<file path="config.mk">
export PLATFORM = sky130hd
export DESIGN_NAME = pipe_share_arbiter
export DESIGN_NICKNAME = d
export VERILOG_FILES = /design/src/rtl/pipe_share_arbiter_pkg.sv /design/src/rtl/pipe_share_arbiter_tag_delay.sv /design/src/rtl/pipe_share_arbiter.sv
export SDC_FILE = /design/constraint.sdc
export NUM_CORES = 1
export LEC_CHECK = 0
export ABC_AREA = 1
export CAP_MARGIN = 20
export CORE_ASPECT_RATIO = 1.25
export CORE_MARGIN = 4
export CORE_UTILIZATION = 47
export CTS_CLUSTER_SIZE = 25
export DETAILED_ROUTE_END_ITERATION = 7
export PLACE_DENSITY = 0.88
export SLEW_MARGIN = 20
export SYNTH_ARGS = -nofsm -noshare
export SYNTH_HDL_FRONTEND = slang
export SYNTH_HIERARCHICAL = 1
export SYNTH_SLANG_ARGS = --single-unit
</file>
<file path="constraint.sdc">
create_clock -name CLK -period 4 [get_ports CLK]
set_clock_uncertainty 0.05 [all_clocks]
set_input_delay 0.8 -clock CLK [delete_from_list [all_inputs] [get_ports CLK]]
set_output_delay 0.8 -clock CLK [all_outputs]
set_load 0.005 [all_outputs]
</file>
<file path="src/rtl/pipe_share_arbiter_pkg.sv">
// Shared helpers for the pipelined-datapath sharing arbiter: width derivations
// for requester IDs and per-requester credit counters.
package pipe_share_arbiter_pkg;

   // Upper bound on the requester count; IDs therefore never exceed 4 bits.
   localparam int unsigned MAX_NUM_REQ = 16;

   // Ceiling log2, floored at 1 so that a degenerate count still gets a real bit.
   function automatic int clog2_min1(input int value);
      int w;
      w = 0;
      for (int i = 0; i < 31; i++) begin
         if ((1 << i) < value) begin
            w = i + 1;
         end
      end
      return (w < 1) ? 1 : w;
   endfunction

   // Width of a requester index.
   function automatic int id_width(input int num_req);
      return clog2_min1(num_req);
   endfunction

   // Width of a credit counter that must hold 0..max_out inclusive.
   function automatic int credit_width(input int max_out);
      return clog2_min1(max_out + 1);
   endfunction

endpackage

</file>
<file path="src/rtl/pipe_share_arbiter_tag_delay.sv">
// Delay line carrying the {valid, ID} tag alongside the shared datapath so the
// tag emerges in the same cycle as the matching result. Reset clears every stage,
// which is what drops results still in flight when the block is reset.
module pipe_tag_delay
   import pipe_share_arbiter_pkg::*;
#(
   parameter int LATENCY = 3,
   parameter int ID_W    = 2
) (
   input  logic            CLK,
   input  logic            RESET,
   input  logic            in_valid_i,
   input  logic [ID_W-1:0] in_id_i,
   output logic            out_valid_o,
   output logic [ID_W-1:0] out_id_o,
   output logic            any_valid_o
);

   // Bit ID_W is the valid flag, the low bits are the requester ID.
   logic [ID_W:0] stage_q [LATENCY];

   // Shift the tag one stage per cycle; synchronous clear on reset.
   always_ff @(posedge CLK) begin
      if (RESET) begin
         for (int k = 0; k < LATENCY; k++) begin
            stage_q[k] <= '0;
         end
      end else begin
         stage_q[0] <= {in_valid_i, in_id_i};
         for (int k = 1; k < LATENCY; k++) begin
            stage_q[k] <= stage_q[k-1];
         end
      end
   end

   assign out_valid_o = stage_q[LATENCY-1][ID_W];
   assign out_id_o    = stage_q[LATENCY-1][ID_W-1:0];

   // Any stage holding a live tag keeps the block busy.
   always_comb begin
      any_valid_o = 1'b0;
      for (int k = 0; k < LATENCY; k++) begin
         any_valid_o = any_valid_o | stage_q[k][ID_W];
      end
   end

endmodule

</file>
<file path="src/rtl/pipe_share_arbiter.sv">
// Round-robin arbiter sharing one fixed-latency datapath among NUM_REQ
// requesters. One operand is issued per cycle; the winner's ID rides a tag
// delay line so each result is steered back to its owner. Per-requester credit
// counters cap the number of operations each requester has in flight.
module pipe_share_arbiter
   import pipe_share_arbiter_pkg::*;
#(
   parameter int NUM_REQ         = 4,
   parameter int DATA_WIDTH      = 32,
   parameter int PIPE_LATENCY    = 3,
   parameter int MAX_OUTSTANDING = 4
) (
   input  logic                            CLK,
   input  logic                            RESET,
   input  logic [NUM_REQ-1:0]              REQ,
   input  logic [NUM_REQ*DATA_WIDTH-1:0]   REQ_DATA,
   output logic [NUM_REQ-1:0]              GNT,
   output logic                            DP_IN_VALID,
   output logic [DATA_WIDTH-1:0]           DP_IN_DATA,
   input  logic [DATA_WIDTH-1:0]           DP_OUT_DATA,
   output logic [NUM_REQ-1:0]              RSP_VALID,
   output logic [DATA_WIDTH-1:0]           RSP_DATA,
   output logic                            BUSY
);

   localparam int ID_W  = id_width(NUM_REQ);
   localparam int CNT_W = credit_width(MAX_OUTSTANDING);

   logic [NUM_REQ-1:0]    eligible;
   logic [NUM_REQ-1:0]    out_nz;
   logic [NUM_REQ-1:0]    gnt_d;
   logic                  gnt_any;
   logic [ID_W-1:0]       win_id;
   logic [DATA_WIDTH-1:0] win_data;
   logic [ID_W-1:0]       ptr_q;
   logic [ID_W-1:0]       ptr_d;
   logic [NUM_REQ-1:0]    rsp_dec;

   logic                  dp_in_valid_q;
   logic [DATA_WIDTH-1:0] dp_in_data_q;
   logic [ID_W-1:0]       dp_in_id_q;
   logic [NUM_REQ-1:0]    rsp_valid_q;
   logic [DATA_WIDTH-1:0] rsp_data_q;
   logic [CNT_W-1:0]      out_q [NUM_REQ];

   logic                  tag_out_valid;
   logic [ID_W-1:0]       tag_out_id;
   logic                  tag_any_valid;

   // A requester may compete only while it still has a free credit.
   always_comb begin
      eligible = '0;
      out_nz   = '0;
      for (int i = 0; i < NUM_REQ; i++) begin
         eligible[i] = REQ[i] && (out_q[i] < CNT_W'(MAX_OUTSTANDING));
         out_nz[i]   = (out_q[i] != '0);
      end
   end

   // Round-robin pick: scan from the pointer upward, then wrap to the bottom.
   always_comb begin
      gnt_d    = '0;
      gnt_any  = 1'b0;
      win_id   = '0;
      win_data = '0;
      for (int i = 0; i < NUM_REQ; i++) begin
         if (!gnt_any && eligible[i] && (ID_W'(i) >= ptr_q)) begin
            gnt_any  = 1'b1;
            gnt_d[i] = 1'b1;
            win_id   = ID_W'(i);
            win_data = REQ_DATA[i*DATA_WIDTH +: DATA_WIDTH];
         end
      end
      for (int i = 0; i < NUM_REQ; i++) begin
         if (!gnt_any && eligible[i] && (ID_W'(i) < ptr_q)) begin
            gnt_any  = 1'b1;
            gnt_d[i] = 1'b1;
            win_id   = ID_W'(i);
            win_data = REQ_DATA[i*DATA_WIDTH +: DATA_WIDTH];
         end
      end
      if (RESET) begin
         gnt_d   = '0;
         gnt_any = 1'b0;
      end
   end

   // Pointer moves just past the winner; it stays put on an idle cycle.
   always_comb begin
      ptr_d = ptr_q;
      if (gnt_any) begin
         ptr_d = (win_id == ID_W'(NUM_REQ-1)) ? '0 : win_id + 1'b1;
      end
   end

   // One-hot decode of the tag emerging from the delay line.
   always_comb begin
      rsp_dec = '0;
      for (int i = 0; i < NUM_REQ; i++) begin
         rsp_dec[i] = tag_out_valid && (tag_out_id == ID_W'(i));
      end
   end

   // Issue register, pointer and response register.
   always_ff @(posedge CLK) begin
      if (RESET) begin
         ptr_q         <= '0;
         dp_in_valid_q <= 1'b0;
         dp_in_data_q  <= '0;
         dp_in_id_q    <= '0;
         rsp_valid_q   <= '0;
         rsp_data_q    <= '0;
      end else begin
         ptr_q         <= ptr_d;
         dp_in_valid_q <= gnt_any;
         if (gnt_any) begin
            dp_in_data_q <= win_data;
            dp_in_id_q   <= win_id;
         end
         rsp_valid_q <= rsp_dec;
         if (tag_out_valid) begin
            rsp_data_q <= DP_OUT_DATA;
         end
      end
   end

   // Credit counters: +1 on grant, -1 as the response registers; both cancel.
   always_ff @(posedge CLK) begin
      for (int i = 0; i < NUM_REQ; i++) begin
         if (RESET) begin
            out_q[i] <= '0;
         end else if (gnt_d[i] && !rsp_dec[i]) begin
            out_q[i] <= out_q[i] + 1'b1;
         end else if (!gnt_d[i] && rsp_dec[i]) begin
            out_q[i] <= out_q[i] - 1'b1;
         end
      end
   end

   pipe_tag_delay #(
      .LATENCY (PIPE_LATENCY),
      .ID_W    (ID_W)
   ) u_tag_delay (
      .CLK         (CLK),
      .RESET       (RESET),
      .in_valid_i  (dp_in_valid_q),
      .in_id_i     (dp_in_id_q),
      .out_valid_o (tag_out_valid),
      .out_id_o    (tag_out_id),
      .any_valid_o (tag_any_valid)
   );

   assign GNT         = gnt_d;
   assign DP_IN_VALID = dp_in_valid_q;
   assign DP_IN_DATA  = dp_in_data_q;
   assign RSP_VALID   = rsp_valid_q;
   assign RSP_DATA    = rsp_data_q;
   assign BUSY        = dp_in_valid_q | tag_any_valid | (|rsp_valid_q) | (|out_nz);

endmodule

</file>
After elaboration in Yosys (flattened, before gate mapping)
Memories as Yosys holds them, arrays and structs flattened.
Cells that the tools add are included.
{"block": "classes", "n_eq_ne": 4, "n_mul": 0, "div_mod_pow": 0, "magnitude_cmp": 12, "muxes": 75, "bitwise_logic": 16, "shift": 0, "n_reduce_logical": 53, "add_sub_neg": 9}
{"operator": "two-way mux 32 bit", "count": 8}
{"operator": "two-way mux 1 bit", "count": 48}
{"operator": "two-way mux 3 bit", "count": 11}
{"operator": "logical AND 1 bit", "count": 31}
{"operator": "OR 1 bit", "count": 16}
{"operator": "logical NOT 1 bit", "count": 15}
{"operator": "two-way mux 2 bit", "count": 7}
{"operator": "adder 3 x 1 -> 3 bit, second input constant", "count": 4}
{"operator": "less-than comparator 3 bit, second input constant", "count": 4}
{"operator": "nonzero test 3 bit", "count": 4}
{"operator": "subtractor 3 x 1 -> 3 bit, second input constant", "count": 4}
{"operator": "OR reduction 4 bit", "count": 2}
{"operator": "== test 2 bit, second input constant", "count": 3}
{"operator": ">= comparator 1 x 2 -> 1 bit, first input constant", "count": 2}
{"operator": ">= comparator 2 bit, first input constant", "count": 2}
{"operator": "less-than comparator 1 x 2 -> 1 bit, first input constant", "count": 2}
{"operator": "less-than comparator 2 bit, first input constant", "count": 2}
{"operator": "two-way mux 4 bit", "count": 1}
{"operator": "adder 2 x 1 -> 2 bit, second input constant", "count": 1}
{"operator": "== test 2 x 1 -> 1 bit, second input constant", "count": 1}
{"operator": "logical NOT 2 bit", "count": 1}
{"block": "totals", "mem_bits_rw": 21, "mem_bits_ro": 0, "out_inout_bits": 74, "input_bits": 166, "reg_bits": 73, "latchBits": 0, "memories": 2}
{"name": "out_q", "depth": 4, "width": 3, "read_ports": 4, "rd_clocked_by_memory_dff": 0, "wr": 4, "line": "pipe_share_arbiter.sv:44", "source": "logic [CNT_W-1:0] out_q [NUM_REQ];"}
{"name": "u_tag_delay.stage_q", "depth": 3, "width": 3, "read_ports": 3, "rd_clocked_by_memory_dff": 0, "wr": 3, "line": "pipe_share_arbiter_tag_delay.sv:20", "source": "logic [ID_W:0] stage_q [LATENCY];"}

Logic depth before layout (Yosys ltp)
Gate-level depths: netlist (run 1).
An unclocked memory read counts as a cell.
{"block": "logic_depth", "ltp_word": 41, "depth_mapped": 12, "ltp_nobuf": 11}

Cells and area by module
Netlist (run 1), hierarchy kept.
{"module": "pipe_share_arbiter", "cells_each": 848, "seq_area_each_um2": 1821.7, "instances": 1, "area_per_inst_um2": 5348.9}
{"module": "pipe_tag_delay", "cells_each": 32, "seq_area_each_um2": 180.2, "instances": 1, "area_per_inst_um2": 281.5}

Worst setup path after synthesis (run 1)
No wires, ideal clock.
{"block": "synth_timing", "path_kind": "input-to-reg", "startpoint": "input port REQ[0]", "endpoint": "memory out_q[2][2] in the netlist's numbering, data pin", "stages": 10, "t_required_ns": 3.688, "t_arrival_ns": 2.355, "setup_slack_ns": 1.333, "setup_ns": 0.262, "path_cell_list": "inv_1 -> nor2_4 -> nand2_4 -> nand3_2 -> buf_2 -> nand3_1 -> fa_1 -> xnor2_1 -> nand4_1 -> o21ai_1"}
{"element": "from (decl)", "line": "pipe_share_arbiter.sv:15", "source": "input logic [NUM_REQ-1:0] REQ,"}
{"element": "to (decl)", "line": "pipe_share_arbiter.sv:44"}

Worst setup path after layout (run 1)
{"block": "layout_timing", "startpoint": "input port REQ[0]", "endpoint": "output port GNT[3]"}
{"block": "layout_between", "elab_chain_len": 32, "word_cells_on_any_way": 33, "classes_between": "mux (10); reduce/logical (23)"}
{"element": "logical AND 1 bit (*)", "line": "pipe_share_arbiter.sv:55", "source": "eligible[i] = REQ[i] && (out_q[i] < CNT_W'(MAX_OUTSTANDING));"}
{"element": "logical AND 1 bit", "line": "pipe_share_arbiter.sv:67", "source": "if (!gnt_any && eligible[i] && (ID_W'(i) >= ptr_q)) begin"}
{"element": "two-way mux 1 bit", "line": "pipe_share_arbiter.sv:67"}
{"element": "logical NOT 1 bit", "line": "pipe_share_arbiter.sv:67"}
{"element": "logical AND 1 bit (2 in series)", "line": "pipe_share_arbiter.sv:67"}
{"element": "two-way mux 1 bit", "line": "pipe_share_arbiter.sv:67"}
{"element": "logical NOT 1 bit", "line": "pipe_share_arbiter.sv:67"}
{"element": "logical AND 1 bit (2 in series)", "line": "pipe_share_arbiter.sv:67"}
{"element": "(+12 left out)"}
{"element": "two-way mux 1 bit", "line": "pipe_share_arbiter.sv:75", "source": "if (!gnt_any && eligible[i] && (ID_W'(i) < ptr_q)) begin"}
{"element": "logical NOT 1 bit", "line": "pipe_share_arbiter.sv:75"}
{"element": "logical AND 1 bit (2 in series)", "line": "pipe_share_arbiter.sv:75"}
{"element": "two-way mux 1 bit", "line": "pipe_share_arbiter.sv:75"}
{"element": "logical NOT 1 bit", "line": "pipe_share_arbiter.sv:75"}
{"element": "logical AND 1 bit (2 in series)", "line": "pipe_share_arbiter.sv:75"}
{"element": "two-way mux 1 bit (*)", "line": "pipe_share_arbiter.sv:75"}
{"element": "two-way mux 4 bit (*)", "line": "pipe_share_arbiter.sv:82", "source": "if (RESET) begin"}
{"element": "to (decl)", "line": "pipe_share_arbiter.sv:17", "source": "output logic [NUM_REQ-1:0] GNT,"}
Every way passes the cells marked *; elsewhere a longest branch is shown, timed or not.

==> results of run 1 <==
[layout make-up]
class / count / area [µm²]
flip-flops and latches: 94 / 2000
clock buffers: 10 / 229
clock inverters: 6 / 73.8
diodes: 1 / 2.50
multi-input cells: 598 / 2850
inverters: 134 / 503
repair buffers: 252 / 2490
well taps: 161 / 201
fillers: 950 / 3320
[worst paths after layout]
kind         slack, ns                       from                        end  cells after the start
max               0.46                     REQ[0]                     GNT[3]                      9
max reg2reg       1.49                out_q[0][2]                out_q[2][2]                      9
min               0.34  u_tag_delay/stage_q[0][0]  u_tag_delay/stage_q[0][3]                      2
min reg2reg       0.34  u_tag_delay/stage_q[0][0]  u_tag_delay/stage_q[0][3]                      2
[where the power goes]
| group | switching (mW) | internal, mW |
|---|---|---|
| clock network | 0.400 | 0.497 |
| logic | 0.425 | 0.437 |
| registers | 0.0531 | 1.05 |
[sequential cells by signal, summed over array words and instances, names as in the netlist]
signal and count:
DP_IN_DATA 32, RSP_DATA 32, out_q 12, u_tag_delay/stage_q 9, RSP_VALID 4, dp_in_id_q 2, ptr_q 2, DP_IN_VALID 1
[cells in the final DEF (no fill, tap or decap), types with 2 or more instances in the layout]
| cell | Yosys | routed |
|---|---|---|
| sky130_fd_sc_hd__edfxtp_1 | 12 | 12 |
| sky130_fd_sc_hd__ha_1 | 9 | 9 |
| sky130_fd_sc_hd__or2_1 | 2 | 2 |
| sky130_fd_sc_hd__inv_1 | 129 | 128 |
| sky130_fd_sc_hd__dfxtp_1 | 82 | 82 |
| sky130_fd_sc_hd__nor2_2 | 2 | 2 |
| sky130_fd_sc_hd__clkbuf_16 | 0 | 9 |
| sky130_fd_sc_hd__o21ai_1 | 2 | 2 |
| sky130_fd_sc_hd__o22ai_1 | 32 | 32 |
| sky130_fd_sc_hd__a21oi_1 | 37 | 37 |
| sky130_fd_sc_hd__nand3_2 | 5 | 5 |
| sky130_fd_sc_hd__nand2_1 | 146 | 146 |
| sky130_fd_sc_hd__inv_2 | 3 | 4 |
| sky130_fd_sc_hd__nand4_1 | 4 | 4 |
| sky130_fd_sc_hd__nand3_1 | 50 | 50 |
| sky130_fd_sc_hd__xnor2_1 | 5 | 5 |
| sky130_fd_sc_hd__inv_6 | 0 | 3 |
| sky130_fd_sc_hd__clkinv_1 | 2 | 2 |
| sky130_fd_sc_hd__nor2_1 | 153 | 153 |
| sky130_fd_sc_hd__nor4_1 | 2 | 2 |
| sky130_fd_sc_hd__nor2_4 | 2 | 2 |
| sky130_fd_sc_hd__o21ai_0 | 134 | 134 |
| sky130_fd_sc_hd__nor3_1 | 3 | 3 |
| sky130_fd_sc_hd__or2_2 | 2 | 2 |
| sky130_fd_sc_hd__buf_4 | 8 | 13 |
| sky130_fd_sc_hd__clkdlybuf4s50_1 | 0 | 239 |
[logic make-up after synthesis]
kind of cell / count (synthesis) / share of synthesized area
compound gates: 206 / 0.191
buf+inv: 188 / 0.138
xor+xnor: 6 / 0.00933
flops: 94 / 0.356
simple gates: 376 / 0.283
fa+ha+maj: 10 / 0.0236
[cell usage after synthesis]
cell	number
sky130_fd_sc_hd__nand3_1	50
sky130_fd_sc_hd__o21ai_0	134
sky130_fd_sc_hd__a21oi_1	37
sky130_fd_sc_hd__nand2_2	1
sky130_fd_sc_hd__or2_2	2
sky130_fd_sc_hd__clkinv_1	2
sky130_fd_sc_hd__edfxtp_1	12
sky130_fd_sc_hd__nand4_1	4
sky130_fd_sc_hd__nor3_2	1
sky130_fd_sc_hd__a21oi_2	1
sky130_fd_sc_hd__nand3_4	1
sky130_fd_sc_hd__nor2_2	2
sky130_fd_sc_hd__xnor2_1	5
sky130_fd_sc_hd__o21ai_1	2
sky130_fd_sc_hd__nand2_4	1
sky130_fd_sc_hd__buf_4	8
sky130_fd_sc_hd__nor2_4	2
sky130_fd_sc_hd__buf_6	3
sky130_fd_sc_hd__nand2_1	146
sky130_fd_sc_hd__nand4_2	1
sky130_fd_sc_hd__fa_1	1
sky130_fd_sc_hd__clkbuf_1	29
sky130_fd_sc_hd__nand3_2	5
sky130_fd_sc_hd__or2_1	2
sky130_fd_sc_hd__nor3_1	3
sky130_fd_sc_hd__nor4_1	2
sky130_fd_sc_hd__buf_2	13
sky130_fd_sc_hd__inv_2	3
sky130_fd_sc_hd__clkbuf_2	1
sky130_fd_sc_hd__inv_1	129
sky130_fd_sc_hd__dfxtp_1	82
sky130_fd_sc_hd__nor2_1	153
sky130_fd_sc_hd__o22ai_1	32
sky130_fd_sc_hd__ha_1	9
sky130_fd_sc_hd__xor2_1	1
[critical path, stage by stage]
cell,delay [ns]
sky130_fd_sc_hd__clkdlybuf4s50_1,0.39
sky130_fd_sc_hd__inv_1,0.09
sky130_fd_sc_hd__nor2_4,0.06
sky130_fd_sc_hd__nand2_4,0.16
sky130_fd_sc_hd__nand3_4,0.11
sky130_fd_sc_hd__nor2_1,0.20
sky130_fd_sc_hd__inv_1,0.15
sky130_fd_sc_hd__nor2_2,0.16
sky130_fd_sc_hd__clkdlybuf4s50_1,0.56
[metal layers]
layer	track usage	routed length (µm)
met1	0.298	7420
met2	0.493	9500
met3	0.105	2360
met4	0.112	569
met5	0	14
[metrics by stage]
step,hold slack (ns),utilization
floorplan,0.338,-
global placement,0.342,0.690
detailed placement,0.347,0.690
CTS,0.344,0.716
global route,0.382,0.716
finish,0.344,0.716
==> Implementation_results.wiki, run 1 <==
{| class="wikitable"
! Metric !! Value
|-
| Run status || complete, no violations
|-
| Mean post-synth cell area || approximately 6.4 µm²
|-
| Number of detailed-routing iterations run before antenna repair || 5
|-
| Die Wd || approximately 110 µm
|-
| Fin. Hold Viols || 0
|-
| Synth top area cells || sky130_fd_sc_hd__dfxtp_1 (29%), sky130_fd_sc_hd__o21ai_0 (12%), sky130_fd_sc_hd__nor2_1 (10%)
|-
| Total wire length after detailed routing || a little under 20 mm
|-
| Vias after detailed routing || ~6600
|-
| Final estimated routing congestion in global placement || between 0.9 and 1
|-
| Count of final max-slew check failures || 0
|-
| Mapped Cells || 880
|-
| Area overhead of the layout relative to synthesis || 48.4%
|-
| Yosys warning total || 6
|-
| Die Footprint || roughly 14000 µm²
|-
| Final worst-path setup slack || 0.463 ns
|-
| Critical path start-end classification || primary input to output port
|-
| Worst slew pin tran || between 0.8 and 0.9 ns
|-
| Element type at the critical path end || output port
|-
| Global-route usage over all layers || 0.277
|-
| Hold crit path type || register to register
|-
| Fin cells || about 1300
|-
| Pwr dens || 342 nW/µm²
|-
| Maxcap violations || 0
|-
| Nature of the critical path startpoint || primary input
|-
| Fraction of final layout cells with drive strength greater than 1 || 0.0448
|-
| Post-route total power || approximately 2.9 mW
|-
| Most area-hungry cell type in the Yosys netlist || sky130_fd_sc_hd__dfxtp_1
|-
| Unique masters post-synth || 35
|-
| Port Buffer Count || between 200 and 250
|-
| Highest clock rate || between 200 and 300 MHz
|-
| Initial Utilization || 0.482
|-
| Aggregate negative setup slack || 0 ns
|-
| Data required time of the worst path || 3.15 ns
|-
| DP Cell Count || roughly 1200
|-
| Largest net degree at the start of global routing || 66
|-
| Setup fix buffers added after clock tree synthesis || 0
|-
| Number of DRC violations after detailed routing || 0
|-
| Worst slack at placement || ~0.5 ns
|-
| Final cycle utilization of the critical path || 0.884
|-
| Floorplan die height || 130 µm
|-
| Resized cells post-CTS || 0
|-
| Final design instance area without fill || roughly 8400 µm²
|-
| Wire length of the first global-routing pass || 30.8 mm
|-
| TritonCTS clock tree || yes
|-
| Detailed-route wire length per cell || 15.8 µm
|-
| Ports placed on the boundary || 240
|-
| Number of global-route vias before repair || 6359
|-
| Placement Rows || 44
|-
| Drt via density || roughly 5.2
|-
| Post-cts hold buffer count || 0
|-
| Post-synthesis net count || 1056
|-
| Max-slew headroom at the worst pin || 0.407
|-
| Post-synth design cell area || about 5600 µm²
|-
| ANT nets after route || 0
|-
| Clk sinks || 94
|-
| Clock slew seen by the registers of the worst setup and hold paths || approximately 0.080 ns
|-
| Total placed instance area || just over 8000 µm²
|-
| Clock insertion delay at the later pin of the skew report || around 0.35 ns
|-
| Share of Yosys cell area claimed by the top area cell type || 0.292
|-
| Total CTS buffers || 9
|-
| Grt ovf || 0
|-
| Cell at the root of the clock tree || sky130_fd_sc_hd__clkbuf_16
|-
| Worst Path Max Fanout || 11
|-
| Critical path data arrival time || ~2.7 ns
|-
| # nets final || between 1000 and 1500
|-
| HPWL reported at the end of detailed placement || about 14 mm
|-
| Setup-failing EPs final || 0
|-
| Number of antenna violations at the first check in global routing || 1
|-
| RSZ-0062 raised after global routing || false
|-
| CTS H-tree depth || 3
|-
| VDD IR max || 0.294 mV
|-
| Tmin final || between 3 and 4 ns
|-
| Number of synthesized register bits || between 90 and 100
|-
| Core Area || 11700 µm²
|-
| Maximum buffer depth of the clock tree || 2
|-
| Sequential-to-total area share from yosys stat || 0.356
|-
| Cell leakage power || ~3.7 nW
|-
| First DRT Iteration DRCs || approximately 510
|}
No activity file was read; power rests on OpenSTA's default activity.
==> run 2, diff against run 1 <==
Settings changed: CORE_UTILIZATION 47 to 46, PLACE_DENSITY 0.88 to 0.87, SYNTH_HIERARCHICAL 1 to unset.
==> run 2 against run 1 <==
Net effect: combinational power grew 11%; critical path depth unchanged; sequential power hardly changed; cell count is 10% lower; critical path type unchanged; largest power group unchanged.
==> Implementation_results.wiki, run 2 <==
{| class="wikitable"
! Metric !! Value
|-
| Hold crit path type || register to register
|-
| Worst slew pin tran || 0.965 ns
|-
| Number of antenna violations at the first check in global routing || 1
|-
| Die Wd || about 110 µm
|-
| VDD IR max || approximately 0.32 mV
|-
| Initial Utilization || 0.471
|-
| Die Footprint || about 14000 µm²
|-
| Worst Path Max Fanout || 17
|-
| Critical path data arrival time || 2.70 ns
|-
| Most area-hungry cell type in the Yosys netlist || sky130_fd_sc_hd__dfxtp_1
|-
| Fin. Hold Viols || 0
|-
| TritonCTS clock tree || yes
|-
| Highest-count cells in the layout ignoring fill and taps || sky130_fd_sc_hd__clkdlybuf4s50_1 (239), sky130_fd_sc_hd__nand3_1 (115), sky130_fd_sc_hd__o21ai_0 (100), sky130_fd_sc_hd__nor2_1 (88), sky130_fd_sc_hd__dfxtp_1 (82)
|-
| Delay contributed by the slowest stage of the critical path || between 0.5 and 0.6 ns
|-
| Maximum buffer depth of the clock tree || 2
|-
| Number of global-route vias before repair || ~6200
|-
| Setup fix buffers added after clock tree synthesis || 0
|-
| Final cycle utilization of the critical path || 0.887
|-
| Element type at the critical path end || output port
|-
| CTS H-tree depth || 3
|-
| Setup-failing EPs final || 0
|-
| Grt ovf || 0
|-
| Number of flops mapped to enable cells by yosys || 12
|-
| Mapped Cells || between 700 and 800
|-
| Number of DRC violations after detailed routing || 0
|-
| Floorplan die height || roughly 130 µm
|-
| HPWL reported at the end of detailed placement || about 14 mm
|-
| Detailed-route wire length per cell || between 15 and 20 µm
|-
| Port Buffer Count || ~240
|-
| Post-synthesis async set-or-reset flop share || 0
|-
| Final estimated routing congestion in global placement || between 0.8 and 0.9
|-
| Data required time of the worst path || between 3 and 4 ns
|-
| Synth top area cells || sky130_fd_sc_hd__dfxtp_1 (30%), sky130_fd_sc_hd__nand3_1 (10%), sky130_fd_sc_hd__o21ai_0 (9.1%)
|-
| Largest delay share family, worst path || buffers and inverters
|-
| Total placed instance area || around 8000 µm²
|-
| Maxcap violations || 0
|-
| Fraction of final layout cells with drive strength greater than 1 || 0.0548
|-
| Mean post-synth cell area || between 7 and 8 µm²
|-
| Critical path start-end classification || primary input to output port
|-
| Clk sinks || between 90 and 100
|-
| Primary flip-flop cell chosen by synthesis mapping || sky130_fd_sc_hd__dfxtp_1
|-
| Unique masters post-synth || 32
|-
| Yosys warning total || 0
|-
| Final design instance area without fill || ~8300 µm²
|-
| Area overhead of the layout relative to synthesis || 50.6%
|-
| Post-cts hold buffer count || 0
|-
| Vias after detailed routing || about 6400
|-
| Post-synth design cell area || 5500 µm²
|-
| Nature of the critical path startpoint || primary input
|-
| Resized cells post-CTS || 0
|-
| Leading cell types by count after synthesis || sky130_fd_sc_hd__nand3_1 (115), sky130_fd_sc_hd__o21ai_0 (100), sky130_fd_sc_hd__nor2_1 (88)
|-
| Placement Rows || 44
|-
| Max-slew headroom at the worst pin || 0.356
|-
| Cell at the root of the clock tree || sky130_fd_sc_hd__clkbuf_16
|-
| Number of synthesized register bits || 94
|-
| Tmin final || ~3.5 ns
|-
| Final Util || 0.709
|-
| Cell leakage power || 3.40 nW
|-
| Post-synthesis net count || just over 900
|-
| Highest clock rate || 282 MHz
|-
| Drt via density || between 5 and 6
|-
| Clock slew seen by the registers of the worst setup and hold paths || around 0.08 ns
|-
| Share of Yosys cell area claimed by the top area cell type || 0.299
|-
| Most common cell after layout, fill and taps aside || sky130_fd_sc_hd__clkdlybuf4s50_1
|-
| Total CTS buffers || 9
|-
| Largest net degree at the start of global routing || 67
|-
| Global-route usage over all layers || 0.276
|-
| Total wire length after detailed routing || 19.8 mm
|-
| Sequential-to-total area share from yosys stat || 0.364
|-
| Worst-path cell with the longest stage delay || sky130_fd_sc_hd__clkdlybuf4s50_1
|-
| First DRT Iteration DRCs || a little under 600
|-
| Critical Path, Cell by Cell || clkdlybuf4s50_1 > nand3_2 > buf_4 > inv_1 > nand2_1 > nand2_1 > inv_2 > nor2_1 > clkdlybuf4s50_1
|-
| Pwr dens || about 360 nW/µm²
|-
| Antenna diodes || 0
|-
| Number of detailed-routing iterations run before antenna repair || 5
|-
| # nets final || ~1100
|-
| Count of final max-slew check failures || 0
|-
| Worst hold slack || approximately 0.35 ns
|-
| Count of buffer and inverter cells on the critical path || 5
|-
| Clock insertion delay at the later pin of the skew report || approximately 0.35 ns
|-
| Wire length of the first global-routing pass || 30.6 mm
|-
| Aggregate negative setup slack || 0 ns
|-
| Run status || complete, no violations
|-
| ANT nets after route || 0
|-
| Most common cell in the synthesized netlist || sky130_fd_sc_hd__nand3_1
|-
| Core Area || approximately 12000 µm²
|-
| RSZ-0062 raised after global routing || false
|-
| Ports placed on the boundary || 240
|}
==> run 2: cell count changes after synthesis, moves of 33 or more <==
cell / change
sky130_fd_sc_hd__mux2i_1: +33
sky130_fd_sc_hd__o21ai_0: -34
sky130_fd_sc_hd__nand2_1: -95
sky130_fd_sc_hd__nand4_1: +64
sky130_fd_sc_hd__nand3_1: +65
sky130_fd_sc_hd__inv_1: -90
sky130_fd_sc_hd__nor2_1: -65
==> run 2: report_power, final <==
| group | internal, mW | switching, mW |
|---|---|---|
| registers | 1.06 | 0.0606 |
| clock network | 0.451 | 0.426 |
| logic | 0.477 | 0.480 |
==> run 2: final timing paths <==
kind	startpoint	end	slack, ns	depth (start not counted)
max	REQ[1]	GNT[1]	0.45	9
min	u_tag_delay.stage_q[0][3]	u_tag_delay.stage_q[0][6]	0.35	2
max reg2reg	out_q[0][2]	out_q[2][2]	1.00	10
min reg2reg	u_tag_delay.stage_q[0][3]	u_tag_delay.stage_q[0][6]	0.35	2
==> run 2: tightest hold or removal path, cell delays in order, from the launching register on <==
cell and delay, ns:
sky130_fd_sc_hd__dfxtp_1 0.30, sky130_fd_sc_hd__inv_1 0.04, sky130_fd_sc_hd__nor2_1 0.03
==> run 2: final cells by class <==
cell class | count | area (µm²)
sequential | 94 | 2000
timing repair buffer | 259 | 2540
tap | 161 | 201
multi-input combinational | 558 | 3070
clock buffer | 9 | 225
inverter | 41 | 154
fill | 959 | 3390
clock inverter | 7 | 83.8
==> run 2: per-layer routing <==
metal	global-route usage	share of wire	vias up	wire, µm
met4	0.111	0.026	2	513
met3	0.0881	0.12	57	2370
met2	0.484	0.48	418	9590
met5	0	0.00035	-	7
li1	-	-	3057	-
met1	0.313	0.37	2878	7360
==> run 2: cell families after synthesis <==
logic type      share of synthesized area
buf+inv                            0.0774
mux                                0.0601
compound gates                      0.128
flops                               0.364
fa+ha+maj                          0.0241
xor+xnor                          0.00956
simple gates                        0.337
==> run 2: through the flow <==
step | power [mW] | setup slack (ns) | std cells
2_1_floorplan | 1.61 | 1.39 | 754
3_3_place_gp | 2.07 | 0.326 | 1113
3_5_place_dp | 2.09 | 0.274 | 1113
4_1_cts | 2.96 | 0.459 | 1129
5_1_grt | 3.11 | 0.315 | 1129
6_report | 2.95 | 0.451 | 1129
